File: src/rtl/denominator_stream.sv
// Streaming softmax denominator: buffers one N-element vector, tracks the largest
// exponent, then sums every mantissa aligned to that exponent, one element per cycle.
module denominator_stream #(
  parameter int N   = 5,
  parameter int EW  = 5,
  parameter int MW  = 16,
  parameter int GW  = 4,
  parameter int PAD = 12
) (
  input  logic                       clk,
  input  logic                       rst,
  input  logic                       in_valid,
  output logic                       in_ready,
  input  logic [EW+MW-1:0]           in_data,
  output logic                       out_valid,
  input  logic                       out_ready,
  output logic [EW+MW+GW+PAD-1:0]    den
);

  localparam int IW = $clog2(N);
  localparam int SW = MW + GW;
  localparam logic [IW-1:0] LAST = IW'(N - 1);

  if ((1 << GW) < N) begin : g_guardCheck
    $error("denominator_stream: 2**GW must be at least N so the sum cannot overflow");
  end

  typedef enum logic [1:0] {
    LOAD,
    ACCUM,
    DONE
  } state_t;

  state_t           r_state;
  state_t           w_nextState;
  logic [IW-1:0]    r_idx;
  logic [EW-1:0]    r_maxExp;
  logic [SW-1:0]    r_sum;
  logic             r_outValid;
  logic [EW+MW-1:0] r_buf [N];

  logic             w_accept;
  logic             w_idxLast;
  logic [EW-1:0]    w_inExp;
  logic [EW+MW-1:0] w_elem;
  logic [EW-1:0]    w_elemExp;
  logic [MW-1:0]    w_elemMant;
  logic [EW-1:0]    w_shift;
  logic [31:0]      w_shiftExt;
  logic [SW-1:0]    w_aligned;

  assign w_accept   = in_valid && in_ready;
  assign w_idxLast  = (r_idx == LAST);
  assign w_inExp    = in_data[EW+MW-1:MW];
  assign w_elem     = r_buf[r_idx];
  assign w_elemExp  = w_elem[EW+MW-1:MW];
  assign w_elemMant = w_elem[MW-1:0];

  // max_exp is final once ACCUM starts, so the shift never goes negative
  assign w_shift    = r_maxExp - w_elemExp;
  assign w_shiftExt = 32'(w_shift);
  assign w_aligned  = (w_shiftExt >= 32'(MW)) ? '0 : ({{GW{1'b0}}, w_elemMant} >> w_shift);

  assign in_ready  = (r_state == LOAD);
  assign out_valid = r_outValid;
  assign den       = {r_maxExp, r_sum, {PAD{1'b0}}};

  always_comb begin
    w_nextState = r_state;
    case (r_state)
      LOAD:    if (w_accept && w_idxLast) w_nextState = ACCUM;
      ACCUM:   if (w_idxLast)             w_nextState = DONE;
      DONE:    if (out_ready)             w_nextState = LOAD;
      default:                            w_nextState = LOAD;
    endcase
  end

  always_ff @(posedge clk) begin
    if (rst) begin
      r_state    <= LOAD;
      r_idx      <= '0;
      r_maxExp   <= '0;
      r_sum      <= '0;
      r_outValid <= 1'b0;
    end else begin
      r_state <= w_nextState;
      case (r_state)
        LOAD: begin
          if (w_accept) begin
            if (r_idx == '0 || w_inExp > r_maxExp) r_maxExp <= w_inExp;
            if (w_idxLast) begin
              r_idx <= '0;
              r_sum <= '0;
            end else begin
              r_idx <= r_idx + IW'(1);
            end
          end
        end
        ACCUM: begin
          r_sum <= r_sum + w_aligned;
          if (w_idxLast) begin
            r_idx      <= '0;
            r_outValid <= 1'b1;
          end else begin
            r_idx <= r_idx + IW'(1);
          end
        end
        DONE: begin
          if (out_ready) begin
            r_outValid <= 1'b0;
            r_idx      <= '0;
          end
        end
        default: begin
          r_idx      <= '0;
          r_outValid <= 1'b0;
        end
      endcase
    end
  end

  // Element storage is deliberately left out of reset
  always_ff @(posedge clk) begin
    if (w_accept) r_buf[r_idx] <= in_data;
  end

endmodule

File: config.mk
export PLATFORM = sky130hd
export DESIGN_NAME = denominator_stream
export DESIGN_NICKNAME = d
export VERILOG_FILES = /design/src/rtl/denominator_stream.sv
export SDC_FILE = /design/constraint.sdc
export NUM_CORES = 1
export LEC_CHECK = 0
export ABC_CLOCK_PERIOD_IN_PS = 12200
export BUFFER_PORTS_ARGS = -buffer_cell sky130_fd_sc_hd__buf_4
export CORE_AREA = 4 4 161 101
export CTS_CLUSTER_DIAMETER = 60
export DETAILED_ROUTE_END_ITERATION = 10
export DIE_AREA = 0 0 165 105
export GPL_TIMING_DRIVEN = 0
export PLACE_DENSITY = 0.73
export SLEW_MARGIN = 25
export SYNTH_ARGS = -nofsm -noshare
export SYNTH_HDL_FRONTEND = slang
export SYNTH_SLANG_ARGS = --single-unit
File: constraint.sdc
create_clock -name clk -period 12.2 [get_ports clk]
set_clock_uncertainty 0.05 [all_clocks]
set_input_delay 1.22 -clock clk [delete_from_list [all_inputs] [get_ports clk]]
set_output_delay 1.22 -clock clk [all_outputs]
set_load 0.03 [all_outputs]
After elaboration in Yosys (flattened, before gate mapping)
Memory sizes are Yosys's and may differ from the RTL's. A register that Yosys moved wholly into a read port is not among the register bits.
Cells that the tools add are included.
Word-level totals
  word-level logic and storage cells: 51
  input bits: 25
  output and inout port bits: 39
  memories kept: 1
  register bits after elaboration: 31
  RAM bits: 105
Operators by class
  muxes and demuxes: 19
  add/sub/neg operators: 3
  bitwise operators: 1
  order comparisons: 2
  reductions and logical operators: 11
  equality and inequality tests: 8
  shifts and indexed selects: 1
Memory list
  r_buf: depth 5, bits a word 21, rd ports 1, clocked after memory_dff 1, wr ports 1, RTL line 40  | logic [EW+MW-1:0] r_buf [N];
Operators with widths (number)
  two-way mux 20 bit: 3
  one-hot mux 20 bit (2 select lines): 1
  adder 20 bit: 1
  >> shifter 16 x 5 -> 20 bit: 1
  two-way mux 3 bit: 5
  AND reduction 3 bit: 4
  one-hot mux 3 bit (3 select lines): 1
  two-way mux 2 bit: 3
  inequality test 2 x 1 -> 1 bit (second input constant): 3
  one-hot mux 2 bit (3 select lines): 1
  greater-or-equal comparator 5 bit (second input constant): 1
  greater-than comparator 5 bit: 1
  subtractor 5 bit: 1
  two-way mux 1 bit: 4
  inequality test 2 bit (second input constant): 2
  adder 3 x 1 -> 3 bit (second input constant): 1
  equality test 3 bit (second input constant): 1
  zero test 3 bit: 1
  one-hot mux 1 bit (3 select lines): 1
  equality test 2 x 1 -> 1 bit (second input constant): 1
  equality test 2 bit (second input constant): 1
  logical AND 1 bit: 2
  zero test 2 bit: 1
  AND reduction 2 bit: 1
  3 further kinds: 3

Logic depth before layout (Yosys ltp)
  depth after elaboration: 6
  mapped depth: 21
  mapped depth without buffers: 19

Least setup slack after synthesis
No wires, ideal clock.
  kind: flip-flop to flip-flop
  from: register (tool-made name)
  to: register r_sum[18]
  arrival: 4.740 ns
  setup time: 0.120 ns
  cell stages (with the launch flop): 18
  period minus slack after synthesis: 4.910 ns
  buffers on the path: 2
  data required time: 12.030 ns
  slack: 7.290 ns
  path through: dfxtp_1 buf_4 mux4_2 mux2_2 ha_1 buf_1 mux4_2 nand2_1 a21oi_1 a21oi_1 o22ai_1 ha_1 fa_1 a211oi_1 o21ai_0 a31oi_1 o31ai_1 a211o_1
RTL lines
  end signal: assignment: RTL line 100  | r_sum <= r_sum + w_aligned;
  end: declaration: RTL line 38  | logic [SW-1:0] r_sum;

==> reports/qor.log <==
INFO  global_routing grtUsageMet3=5.400%
INFO  logic_synthesis yosysSeqAreaShare=53.10%
INFO  global_routing maximum_number_of_pins_on_one_net_before_global_route_repair=22
INFO  finish         nNetsFinal=743
INFO  global_routing overflow=0
INFO  power          finalPower=1.442mW
INFO  floorplan      fp-row-count=35
INFO  power          seq_power_share=37.1%
INFO  clocking       h-tree-depth=4
INFO  timing         maxSlewViolCount=0
INFO  power          netSwitchingPower=460.8uW
INFO  drt            detailroute.via_count=5,390
INFO  clocking       cts.sinks=139
INFO  logic_synthesis syn_avg_cell_area=12.17um^2
INFO  clocking       cts_repair_resize_count=0
INFO  clocking       cts_setup_buffers=0
INFO  logic_synthesis postSynthCellCount=593
INFO  flow_run       max_cap_viol_count=0
INFO  floorplan      die_h=105um
INFO  floorplan      initial_utilization=48.35%
INFO  logic_synthesis yosys.cell_types.count=62
INFO  drt            detailedRoute.firstPassIterationCount=6
INFO  drt            first_iter_violations=522
INFO  timing         max-slew-margin-rel=46.99%
INFO  placed_design  final_gp_congestion=0.9395
INFO  clocking       clockRootBuffer=sky130_fd_sc_hd__clkbuf_16
INFO  logic_synthesis synth_top_cell_by_area=sky130_fd_sc_hd__edfxtp_1
INFO  critical_path  critical_path.reg2reg.endpoint=r_sum[18]$_SDFFE_PP0P_
INFO  critical_path  endpoint=r_sum[18]$_SDFFE_PP0P_
INFO  finish         area_occupied_by_multi_input_gates=3163um^2
INFO  clocking       cts_tree=built
INFO  finish         fillers=1,210
INFO  timing         fin_tns_setup=0ps
INFO  finish         ff_latch_area=3834um^2
INFO  global_routing grt-busiest-layer=met1
INFO  critical_path  critPathArrivalTime=6490ps
INFO  global_routing grt_util_met1=32.48%
INFO  global_routing met2_usage=30.24%
INFO  logic_synthesis dominantRegCellSynth=sky130_fd_sc_hd__edfxtp_1
INFO  logic_synthesis synth_cell_area=7219um^2
INFO  power          power.internal=981.4uW
INFO  floorplan      die_w=165um
INFO  placed_design  port_buffers=50
INFO  timing         setup_viol=0
INFO  timing         highest_achievable_clock_rate=160.5MHz
INFO  worst_hold_path kind_of_path_behind_the_tightest_hold_check=flip-flop to flip-flop
INFO  clocking       ctsLongestPathBuffers=2
INFO  logic_synthesis synth_top_area_share=43.67%
INFO  finish         antenna_cells_inserted=0
INFO  global_routing globalRouteTotalUtil=21.29%
INFO  logic_synthesis synth-async-reset-ratio=0%
INFO  timing         min_period_over_period=51.07%
INFO  critical_path  worst_setup_path_end_kind=flip-flop
INFO  drt            detail_route.drc_violations=0
INFO  power          comb_power_share=26.9%
INFO  global_routing grt_first_pass_wirelength=28,690um
INFO  logic_synthesis synth-edff-count=105
INFO  placed_design  dp_hpwl=12,980um
INFO  finish         mostFrequentLayoutCell=sky130_fd_sc_hd__edfxtp_1
INFO  drt            via_density=5.956
INFO  global_routing number_of_antenna_violations_at_the_first_check_in_global_routing=0
INFO  timing         grt_setup_unrepaired=no
INFO  finish         area_delta_synth_final=19.13%
INFO  critical_path  reg2reg_slack=5970ps
INFO  critical_path  critical_path_data_required_time=12,460ps
INFO  power          pwr_density_cell=167.7nW/um^2
INFO  timing         timing_worst_slew_pin_value=788.5ps
INFO  timing         timing_hold_violations_final=0
INFO  floorplan      design.core.area=14,930um^2
INFO  status         status=finished, final reports clean
INFO  clocking       path_clk_slew=60ps
INFO  power          ir_drop=0.00008980V
INFO  logic_synthesis synth-seq-cells=139
INFO  critical_path  worstPathMaxFanout=10
INFO  timing         min_period=6231ps
INFO  power          power.static_leakage=3.168nW
INFO  finish         drive_gt1_share=21.08%
INFO  drt            routed_wire_length_per_instance=19.77um
INFO  power          swShare=31.95%
INFO  clocking       ctsHoldBuffers=0
INFO  global_routing number_of_global_route_vias_before_repair=5,262
INFO  finish         most_used_cells_in_the_layout_excluding_fill_and_tap_cells=sky130_fd_sc_hd__edfxtp_1 (105), sky130_fd_sc_hd__buf_4 (70), sky130_fd_sc_hd__nand2_1 (36)
INFO  clocking       numCtsBuffers=17
INFO  floorplan      floorplan.die_area=17,330um^2
INFO  critical_path  worstSetupStartpointType=flip-flop
INFO  critical_path  worst-setup-path-type=flip-flop to flip-flop
INFO  logic_synthesis synth.top_cells.by_area=sky130_fd_sc_hd__edfxtp_1 (44%), sky130_fd_sc_hd__dfxtp_1 (9.4%), sky130_fd_sc_hd__mux4_2 (6.6%)
INFO  drt            drt-total-wl=17,900um
INFO  logic_synthesis synthesis_warnings=0
INFO  clocking       clkLatencyLatePin=420ps
INFO  power          power.clock.fraction=36.1%
INFO  drt            drtAntennaViolNets=0
INFO  critical_path  worst_r2r_path_depth=17
INFO  floorplan      pin_count=64
layer usage:
metal  vias to the layer above  share of wire (%)
li1                       2480                  -
met1                      2632                 49
met5                         -                  0
met2                       247                 43
met3                        31                6.8
met4                         0                1.4
cell usage after synthesis (13+ instances only):
| library cell | number |
|---|---|
| sky130_fd_sc_hd__clkbuf_1 | 24 |
| sky130_fd_sc_hd__nand2b_1 | 14 |
| sky130_fd_sc_hd__nor2_1 | 34 |
| sky130_fd_sc_hd__o211ai_1 | 13 |
| sky130_fd_sc_hd__o21ai_0 | 19 |
| sky130_fd_sc_hd__edfxtp_1 | 105 |
| sky130_fd_sc_hd__nand3_1 | 16 |
| sky130_fd_sc_hd__nand2_1 | 36 |
| sky130_fd_sc_hd__mux4_2 | 21 |
| sky130_fd_sc_hd__ha_1 | 27 |
| sky130_fd_sc_hd__a21oi_1 | 35 |
| sky130_fd_sc_hd__nor3_1 | 14 |
| sky130_fd_sc_hd__buf_4 | 13 |
| sky130_fd_sc_hd__dfxtp_1 | 34 |
| sky130_fd_sc_hd__inv_1 | 15 |
| sky130_fd_sc_hd__mux2i_1 | 23 |
cell families after synthesis:
| family | count (synthesis) | synth area share [%] |
|---|---|---|
| xor+xnor | 14 | 1.698 |
| compound gates | 141 | 13.00 |
| buf+inv | 61 | 4.021 |
| flops | 139 | 53.10 |
| mux | 51 | 11.66 |
| simple gates | 157 | 11.23 |
| other cells | 1 | 0.05194 |
| fa+ha+maj | 29 | 5.234 |
worst max-delay path: stages, from the launching register on:
cell and delay [ps]:
sky130_fd_sc_hd__dfxtp_1 370, sky130_fd_sc_hd__clkbuf_1 330, sky130_fd_sc_hd__clkbuf_1 560, sky130_fd_sc_hd__mux2_2 420
sky130_fd_sc_hd__ha_1 440, sky130_fd_sc_hd__buf_1 440, sky130_fd_sc_hd__clkbuf_1 400, sky130_fd_sc_hd__a32o_1 300
sky130_fd_sc_hd__o221ai_1 180, sky130_fd_sc_hd__a21oi_1 200, sky130_fd_sc_hd__o22ai_1 100, sky130_fd_sc_hd__ha_1 260
sky130_fd_sc_hd__fa_1 440, sky130_fd_sc_hd__a211oi_1 370, sky130_fd_sc_hd__o21ai_0 170, sky130_fd_sc_hd__a31oi_1 480
sky130_fd_sc_hd__o31ai_1 290, sky130_fd_sc_hd__a211o_1 310
worst min path at each step:
stage,slack [ps],start,cells past startpoint,to
after global routing,460,r_sum[9]$_SDFFE_PP0P_,2,r_sum[9]$_SDFFE_PP0P_
after global placement,410,r_sum[19]$_SDFFE_PP0P_,2,r_sum[19]$_SDFFE_PP0P_
after floorplan,440,r_idx[1]$_SDFFE_PP0P_,2,flip-flop
final,420,r_sum[19]$_SDFFE_PP0P_,2,r_sum[19]$_SDFFE_PP0P_
after CTS,430,r_sum[19]$_SDFFE_PP0P_,2,r_sum[19]$_SDFFE_PP0P_
after detailed placement,420,r_sum[19]$_SDFFE_PP0P_,2,r_sum[19]$_SDFFE_PP0P_
per-stage QoR:
stage	util, %	cells	hold slack (ps)	worst slack [ps]	instance area (um^2)
6_report	57.60	905	423.7	5969	8601
5_1_grt	57.60	905	460.9	5445	8601
4_1_cts	57.59	905	431.3	6060	8600
3_5_place_dp	53.66	873	422.2	6070	8013
3_3_place_gp	52.84	857	407.0	5797	7890
2_1_floorplan	-	604	437.3	7290	7261
final cells by class:
| class | instances | area share [%] |
|---|---|---|
| timing repair buffer | 66 | 5.499 |
| clock buffer | 18 | 4.990 |
| sequential | 139 | 44.57 |
| inverter | 15 | 0.6546 |
| multi-input combinational | 404 | 36.78 |
| clock inverter | 14 | 1.833 |
| tap | 203 | 2.953 |
| buffer | 46 | 2.720 |
power by group through the flow:
stage               combinational [mW]  sequential [mW]  clock (mW)
finish                           0.388            0.534       0.520
global route                     0.425            0.536       0.546
CTS                              0.380            0.534       0.526
detailed placement               0.375            0.544           0
global placement                 0.361            0.544           0
floorplan                        0.273            0.548           0
sequential cells by signal (all words and copies together) (netlist names), named ones only:
| name | flops |
|---|---|
| out_valid | 1 |
| r_sum | 20 |
| r_idx | 3 |
| r_buf | 105 |
| r_state | 2 |
| r_maxExp | 5 |
(Power assumes the default switching activity.)
